**config.mk**
```make
export PLATFORM = sky130hd
export DESIGN_NAME = btn_conditioner
export DESIGN_NICKNAME = d
export VERILOG_FILES = /design/src/rtl/btn_conditioner.sv
export SDC_FILE = /design/constraint.sdc
export NUM_CORES = 1
export LEC_CHECK = 0
export CORE_UTILIZATION = 55
export CTS_CLUSTER_DIAMETER = 150
export CTS_CLUSTER_SIZE = 30
export DETAILED_ROUTE_END_ITERATION = 12
export PLACE_DENSITY = 0.87
export SYNTH_ARGS = -nofsm -noshare
export SYNTH_HDL_FRONTEND = slang
export SYNTH_SLANG_ARGS = --single-unit
```
**constraint.sdc**
```tcl
create_clock -name clk -period 2.4 [get_ports clk]
set_clock_uncertainty 0.2 [all_clocks]
set_input_delay 0.36 -clock clk [delete_from_list [all_inputs] [get_ports clk]]
set_output_delay 0.36 -clock clk [all_outputs]
set_load 0.03 [all_outputs]
```
**src/rtl/btn_conditioner.sv**
```systemverilog
// btn_conditioner: four-channel button front end for the game controller.
// Synchronises raw buttons, debounces them on the 100 Hz tick, and emits one
// press pulse per debounced press. Each pulse is held for a full tick period.
// Optional build macro: BTN_LOCKOUT_EN limits output to one press pulse per
// tick period. Lowest index wins, and any press is blocked while a level is set.
module btn_conditioner #(
  parameter int unsigned DEBOUNCE_TICKS = 3,
  parameter bit          ACTIVE_LOW     = 1'b0
) (
  input  logic       clk,
  input  logic       rst_n,
  input  logic       tick_100hz,
  input  logic [3:0] btn_raw,
  output logic [3:0] btn_p,
  output logic       btn_any_p,
  output logic [3:0] btn_level
);

  localparam int         NumBtn  = 4;
  localparam logic [3:0] CntLast = 4'(DEBOUNCE_TICKS - 1);

  typedef enum logic [1:0] {StIdle, StPress, StHeld, StRel} state_e;

  logic [3:0] sync1_q, sync2_q;
  state_e     state_q [NumBtn];
  state_e     state_d [NumBtn];
  logic [3:0] cnt_q   [NumBtn];
  logic [3:0] cnt_d   [NumBtn];
  logic [3:0] level_q, level_d;
  logic [3:0] press_ev;
  logic [3:0] grant;
  logic [3:0] btn_p_q, btn_p_d;
  logic       any_q, any_d;

  // Two-flop synchroniser; polarity is fixed before the first flop so reset means released.
  always_ff @(posedge clk or negedge rst_n) begin
    if (!rst_n) begin
      sync1_q <= '0;
      sync2_q <= '0;
    end else begin
      sync1_q <= btn_raw ^ {4{ACTIVE_LOW}};
      sync2_q <= sync1_q;
    end
  end

  // Per-channel debounce FSM next state; advances only on tick cycles.
  always_comb begin
    level_d  = level_q;
    press_ev = '0;
    for (int i = 0; i < NumBtn; i++) begin
      state_d[i] = state_q[i];
      cnt_d[i]   = cnt_q[i];
      if (tick_100hz) begin
        unique case (state_q[i])
          StIdle: begin
            if (sync2_q[i]) begin
              state_d[i] = StPress;
              cnt_d[i]   = 4'd1;
            end
          end
          StPress: begin
            if (!sync2_q[i]) begin
              state_d[i] = StIdle;
              cnt_d[i]   = 4'd0;
            end else if (cnt_q[i] == CntLast) begin
              state_d[i]  = StHeld;
              cnt_d[i]    = 4'd0;
              level_d[i]  = 1'b1;
              press_ev[i] = 1'b1;
            end else begin
              cnt_d[i] = cnt_q[i] + 4'd1;
            end
          end
          StHeld: begin
            if (!sync2_q[i]) begin
              state_d[i] = StRel;
              cnt_d[i]   = 4'd1;
            end
          end
          StRel: begin
            if (sync2_q[i]) begin
              // Bounce during release: back to held without a new event.
              state_d[i] = StHeld;
              cnt_d[i]   = 4'd0;
            end else if (cnt_q[i] == CntLast) begin
              state_d[i] = StIdle;
              cnt_d[i]   = 4'd0;
              level_d[i] = 1'b0;
            end else begin
              cnt_d[i] = cnt_q[i] + 4'd1;
            end
          end
          default: begin
            state_d[i] = StIdle;
            cnt_d[i]   = 4'd0;
          end
        endcase
      end
    end
  end

  // Decide which press events become pulses.
  always_comb begin
`ifdef BTN_LOCKOUT_EN
    // Isolate the lowest set event bit; suppress everything while any level is held.
    grant = (level_q == 4'b0000) ? (press_ev & (~press_ev + 4'd1)) : 4'b0000;
`else
    grant = press_ev;
`endif
  end

  // Pulses are re-evaluated only on ticks, so each lasts exactly one tick period.
  always_comb begin
    btn_p_d = tick_100hz ? grant  : btn_p_q;
    any_d   = tick_100hz ? |grant : any_q;
  end

  // State, level and pulse registers.
  always_ff @(posedge clk or negedge rst_n) begin
    if (!rst_n) begin
      for (int i = 0; i < NumBtn; i++) begin
        state_q[i] <= StIdle;
        cnt_q[i]   <= 4'd0;
      end
      level_q <= '0;
      btn_p_q <= '0;
      any_q   <= 1'b0;
    end else begin
      for (int i = 0; i < NumBtn; i++) begin
        state_q[i] <= state_d[i];
        cnt_q[i]   <= cnt_d[i];
      end
      level_q <= level_d;
      btn_p_q <= btn_p_d;
      any_q   <= any_d;
    end
  end

  assign btn_p     = btn_p_q;
  assign btn_any_p = any_q;
  assign btn_level = level_q;

endmodule

```
==> impl_metrics.yaml, run 1 <==
outcome:
  outcome: "complete, no violations"
final_layout:
  regArea_um2: 1026
  drive_above_1_share_pct: 11.54
  design_area_um2: 2257
  syn_to_final_growth_pct: 16.99
  nNetsFinal: 222
  insertedDiodeCount: 0
  postLayoutCoreUtil_pct: 67.64
  fillers: 249
  multi_input_area_um2: 834.6
  stdcell_count: 254
power_and_ir_drop:
  p_leak_nw: 0.9755
  internal_power_mw: 1.391
  power_frac_comb_pct: 28.3
  power.switching_uw: 789.4
  p_sw_share_pct: 36.21
  p_seq_share_pct: 49.8
  clkPwrFrac_pct: 21.9
  powerDensity_nw_per_um2: 965.8
  max-vdd-ir-drop_mv: 0.5803
route:
  drtIter0Drc: 44
  routed_via_density: 5.638
  num_vias: 1432
  drc: 0
  drt-pass1-iter-count: 4
  wl_per_cell_um: 13.87
  antenna_left: 0
  totalWireLength_um: 3524
timing:
  slew_violations: 0
  hold_violations: 0
  post-route-min-period_ns: 2.041
  slew_headroom_pct: 70.68
  tightest_slew_ns: 0.4369
  grt_setup_unrepaired: "no"
  fmax_ghz: 0.4900
  hold_ws_ns: 0.1610
  setup_viol_count_final: 0
  finalCritPeriodShare_pct: 85.04
  fin_setup_tns_ns: 0
clock_network:
  clk_latency_ns: 0.35
  clockBufferDepth: 2
  htree_levels: 2
  post_cts_resize_count: 0
  cts_tree: "yes"
  numClockSinks: 41
  post_cts_buffers: 0
  path_clk_slew_ns: 0.13
  cts_buffers: 5
  cts-hold-fix-buffers: 1
  root_buffer: "clkbuf_4"
logic_synthesis:
  avgSynthCellArea_um2: 10.43
  synth_seq_cells: 41
  synth_commonest_cells: "41 x dfrtp_1, 21 x o21ai_0, 17 x nand2_1, 13 x nand3_1, 12 x inv_1"
  synth-xor-area-share_pct: 2.205
  synth-edff-count: 0
  netlist_instances: 185
  syn_area_um2: 1929
  synth_mux_area_share_pct: 2.789
  synth_top_area_share_pct: 53.18
  ys_seq_area_share_pct: 53.18
  synth_cell_type_count: 38
  syn-num-nets: 200
  yosys_warnings: 0
  yosysTopAreaCell: "dfrtp_1"
  synthArstFlopShare_pct: 100.0
  synth-simple-area-share_pct: 16.73
  synth_compound_area_share_pct: 16.34
  synth_area_leaders: "dfrtp_1 53%, o21ai_0 5.4%, ha_1 5.2%"
  yosysMostFrequentCell: "dfrtp_1"
  synthAdderAreaFrac_pct: 5.188
  ys.flop_type: "dfrtp_1"
  synth_top_family_by_area: "simple AND/OR/NAND/NOR gates"
place:
  portBuffers: 15
  hpwl_um: 2559
  place_area_um2: 2158
  place_inst: 245
  gp_congestion: 0.7323
global_route:
  grt_max_degree: 36
  grt.total_usage_pct: 21.14
  antenna_found_initial: 0
  overflow: 0
  first_global_vias: 1261
  grt_pass1_wl_um: 5561
setup_path:
  endpoint_kind: "register"
  timing.critical_path.cells: "inv_1 -> ha_1 -> nor3b_2 -> nand3_1 -> or3b_2 -> a41oi_1"
  required_ns: 2.47
  cp.arrival_ns: 2.11
  critical_path.top_delay_family: "simple AND/OR/NAND/NOR gates"
  path_max_fanout: 4
  cpMaxStageDelayCell: "or3b_2"
  start_kind: "register"
  critical_path_class: "register to register"
  slowest_delay_ns: 0.50
  cp_num_buf_inv: 1
die:
  core_um2: 3337
  die_area_um2: 3749
  floorplan.initialDensity_pct: 57.82
  die_width_um: 61.23
  ios: 16
  rows: 21
  die-height_um: 61.23
min_path:
  hold_path.class: "register to register"
job:
  max-cap-violations: 0
==> metrics by stage <==
stage	power, mW	setup WS (ns)
floorplan	1.520	0.5707
global placement	1.648	0.3854
detailed placement	1.711	0.3560
CTS	2.188	0.3560
global route	2.322	0.2238
finish	2.180	0.3591
==> layout by cell type, fill, tap and decap left out, types with 2 or more instances in the layout <==
| master | synthesis | layout |
|---|---|---|
| dfrtp_1 | 41 | 41 |
| o21ai_0 | 21 | 21 |
| nand2_1 | 17 | 17 |
| clkdlybuf4s50_1 | 0 | 14 |
| nand3_1 | 13 | 13 |
| inv_1 | 12 | 12 |
| a21oi_1 | 9 | 9 |
| ha_1 | 8 | 8 |
| nor3b_1 | 6 | 6 |
| nor2b_1 | 5 | 5 |
| clkbuf_4 | 0 | 5 |
| nand4_1 | 4 | 4 |
| buf_4 | 0 | 4 |
| nor2_1 | 3 | 3 |
| a2bb2oi_1 | 3 | 3 |
| a41oi_1 | 3 | 3 |
| xor2_1 | 3 | 3 |
| a31oi_1 | 3 | 3 |
| mux2_2 | 3 | 3 |
| o31ai_1 | 2 | 2 |
| or3b_2 | 2 | 2 |
| mux2i_1 | 2 | 2 |
| nand2b_1 | 2 | 2 |
| o22ai_1 | 2 | 2 |
| o41ai_1 | 2 | 2 |
==> state kept, by name, indices dropped and copies added, names as in the netlist, named ones only <==
| signal | cells |
|---|---|
| btn_p | 4 |
| sync2_q | 4 |
| cnt_q | 16 |
| btn_any_p | 1 |
| state_q | 4 |
| sync1_q | 4 |
| btn_level | 4 |
==> power groups by stage <==
stage	combinational [mW]	sequential (mW)	clock (mW)
floorplan	0.490	1.03	0
global placement	0.577	1.07	0
detailed placement	0.616	1.10	0
CTS	0.620	1.08	0.485
global route	0.693	1.12	0.513
finish	0.616	1.09	0.477
==> layer usage <==
layer	global-route usage, %	vias to the layer above	share of wire (%)
met2	34.01	26	50
li1	-	705	-
met5	0	-	0
met4	12.66	0	2.6
met3	4.832	7	3.2
met1	26.07	694	44
==> cell type report <==
type / count / area share [%]
Clock buffer: 6 / 2.273
Clock inverter: 2 / 1.663
Timing Repair Buffer: 21 / 9.091
Tap cell: 46 / 2.550
Inverter: 12 / 1.996
Sequential cell: 41 / 45.45
Multi-Input combinational cell: 126 / 36.97
==> worst reg2reg max path: cells and delay by family (launching register included) <==
kind | cells | cell delay, ns
fa+ha+maj | 1 | 0.15
simple gates | 3 | 0.86
compound gates | 1 | 0.18
buf+inv | 1 | 0.11
flops | 1 | 0.45
==> worst paths after layout <==
kind,from,end,slack [ns],cells past startpoint
hold / removal,sync1_q[2]$_DFF_PN0_,sync2_q[2]$_DFF_PN0_,0.16,0
min in group asynchronous,rst_n,cnt_q[0]$_DFFE_PN0P_,0.20,2
setup / recovery,cnt_q[0]$_DFFE_PN0P_,btn_any_p$_DFFE_PN0P_,0.36,6
setup reg to reg,cnt_q[0]$_DFFE_PN0P_,btn_any_p$_DFFE_PN0P_,0.36,6
hold reg to reg,sync1_q[2]$_DFF_PN0_,sync2_q[2]$_DFF_PN0_,0.16,0
max in group asynchronous,rst_n,async pin,1.29,3
==> cell families after synthesis <==
group	Yosys count
and+or+nand+nor	58
adders and majority gates	8
AOI/OAI and AO/OA	51
DFF	41
muxes	5
xor gates and xnor gates	4
buffers and inverters	18
Power figures use the tool's default switching activity.
==> run 2: changes to the inputs <==
CTS_CLUSTER_DIAMETER = 50   (was 150)
==> results of run 2 <==
Same layout as run 1: the final DEF is identical, and so are final timing and power.
==> run 3: changes to the inputs <==
CORE_MARGIN = 2   (was default)
CTS_CLUSTER_DIAMETER = 120   (was 50)
==> impl_metrics.yaml, run 3 (synthesis gave the netlist of run 1 again) <==
timing:
  hold_ws_ns: 0.1580
  post-route-min-period_ns: 2.066
  grt_setup_unrepaired: "no"
  fin_setup_tns_ns: 0
  finalCritPeriodShare_pct: 86.07
  slew_headroom_pct: 66.70
  tightest_slew_ns: 0.4995
  hold_violations: 0
  slew_violations: 0
  setup_viol_count_final: 0
  fmax_ghz: 0.4841
setup_path:
  start_kind: "register"
  critical_path_class: "register to register"
  cp_num_buf_inv: 1
  cpMaxStageDelayCell: "or3b_2"
  cp.arrival_ns: 2.12
  endpoint_kind: "register"
  critical_path.top_delay_family: "simple AND/OR/NAND/NOR gates"
  timing.critical_path.cells: "inv_1 -> ha_1 -> nor3b_2 -> nand3_1 -> or3b_2 -> a41oi_1"
  required_ns: 2.45
  path_max_fanout: 4
  slowest_delay_ns: 0.50
final_layout:
  postLayoutCoreUtil_pct: 65.51
  largest_reg_flops: 16
  stdcell_count: 252
  nNetsFinal: 221
  largest-register: "cnt_q"
  drive_above_1_share_pct: 10.19
  insertedDiodeCount: 0
  final_cell_mix: "41 x dfrtp_1, 21 x o21ai_0, 17 x nand2_1"
  syn_to_final_growth_pct: 14.20
  layout_commonest_cell: "dfrtp_1"
place:
  portBuffers: 15
  gp_congestion: 0.8030
  place_inst: 244
  hpwl_um: 2313
die:
  floorplan.initialDensity_pct: 57.37
  die_width_um: 63.23
  core_um2: 3363
  ios: 16
  die-height_um: 63.23
  die_area_um2: 3997
  rows: 21
global_route:
  grt_pass1_wl_um: 5789
  grt.total_usage_pct: 18.72
  grt_max_degree: 42
  first_global_vias: 1330
  antenna_found_initial: 0
  overflow: 0
clock_network:
  clockBufferDepth: 2
  clk_latency_ns: 0.35
  root_buffer: "clkbuf_4"
  post_cts_buffers: 0
  cts-hold-fix-buffers: 1
  cts_tree: "yes"
  path_clk_slew_ns: 0.10
  htree_levels: 2
  post_cts_resize_count: 0
  cts_buffers: 5
  numClockSinks: 41
power_and_ir_drop:
  p_leak_nw: 0.9530
  max-vdd-ir-drop_mv: 0.6066
  powerDensity_nw_per_um2: 918.1
route:
  wl_per_cell_um: 12.95
  num_vias: 1409
  routed_via_density: 5.591
  antenna_left: 0
  totalWireLength_um: 3263
  drt-pass1-iter-count: 5
  drc: 0
  drtIter0Drc: 73
min_path:
  hold_path.class: "register to register"
job:
  max-cap-violations: 0
outcome:
  outcome: "complete, no violations"
run 3: path summary, 6_finish.rpt:
check,startpoint,slack (ns),cells past startpoint,to
max,cnt_q[0]$_DFFE_PN0P_,0.33,6,btn_any_p$_DFFE_PN0P_
min,sync1_q[2]$_DFF_PN0_,0.16,0,sync2_q[2]$_DFF_PN0_
max reg2reg,cnt_q[0]$_DFFE_PN0P_,0.33,6,btn_any_p$_DFFE_PN0P_
min reg2reg,sync1_q[2]$_DFF_PN0_,0.16,0,sync2_q[2]$_DFF_PN0_
max in group asynchronous,rst_n,1.25,3,sync2_q[1]$_DFF_PN0_
min in group asynchronous,rst_n,0.39,3,cnt_q[6]$_DFFE_PN0P_
run 3: metal layers:
metal	track usage [%]	vias to the layer above	part of all wire (%)
met3	5.536	7	4.9
met4	8.424	0	1.9
met5	0	-	0
met1	24.82	661	49
met2	28.59	35	44
li1	-	706	-
run 3: stage by stage:
step | setup slack, ns | cell area [µm²] | power, mW
final | 0.3343 | 2203 | 2.023
after detailed placement | 0.2904 | 2138 | 1.695
after global routing | 0.2336 | 2203 | 2.183
after CTS | 0.3348 | 2203 | 2.041
after global placement | 0.3571 | 2138 | 1.666
after floorplan | 0.5707 | 1929 | 1.520
run 3: cell type report:
| cell class | instances | area, µm² |
|---|---|---|
| fillers | 296 | 1160 |
| flip-flops and latches | 41 | 1026 |
| multi-input cells | 126 | 834.6 |
| repair buffers | 20 | 185.2 |
| well taps | 46 | 57.56 |
| clock buffers | 7 | 55.05 |
| inverters | 12 | 45.04 |
run 3: power breakdown:
group	switching, mW	total [mW]	internal [mW]
logic	0.321	0.602	0.281
registers	0.227	1.08	0.856
clock network	0.200	0.338	0.138
total	0.748	2.02	1.28
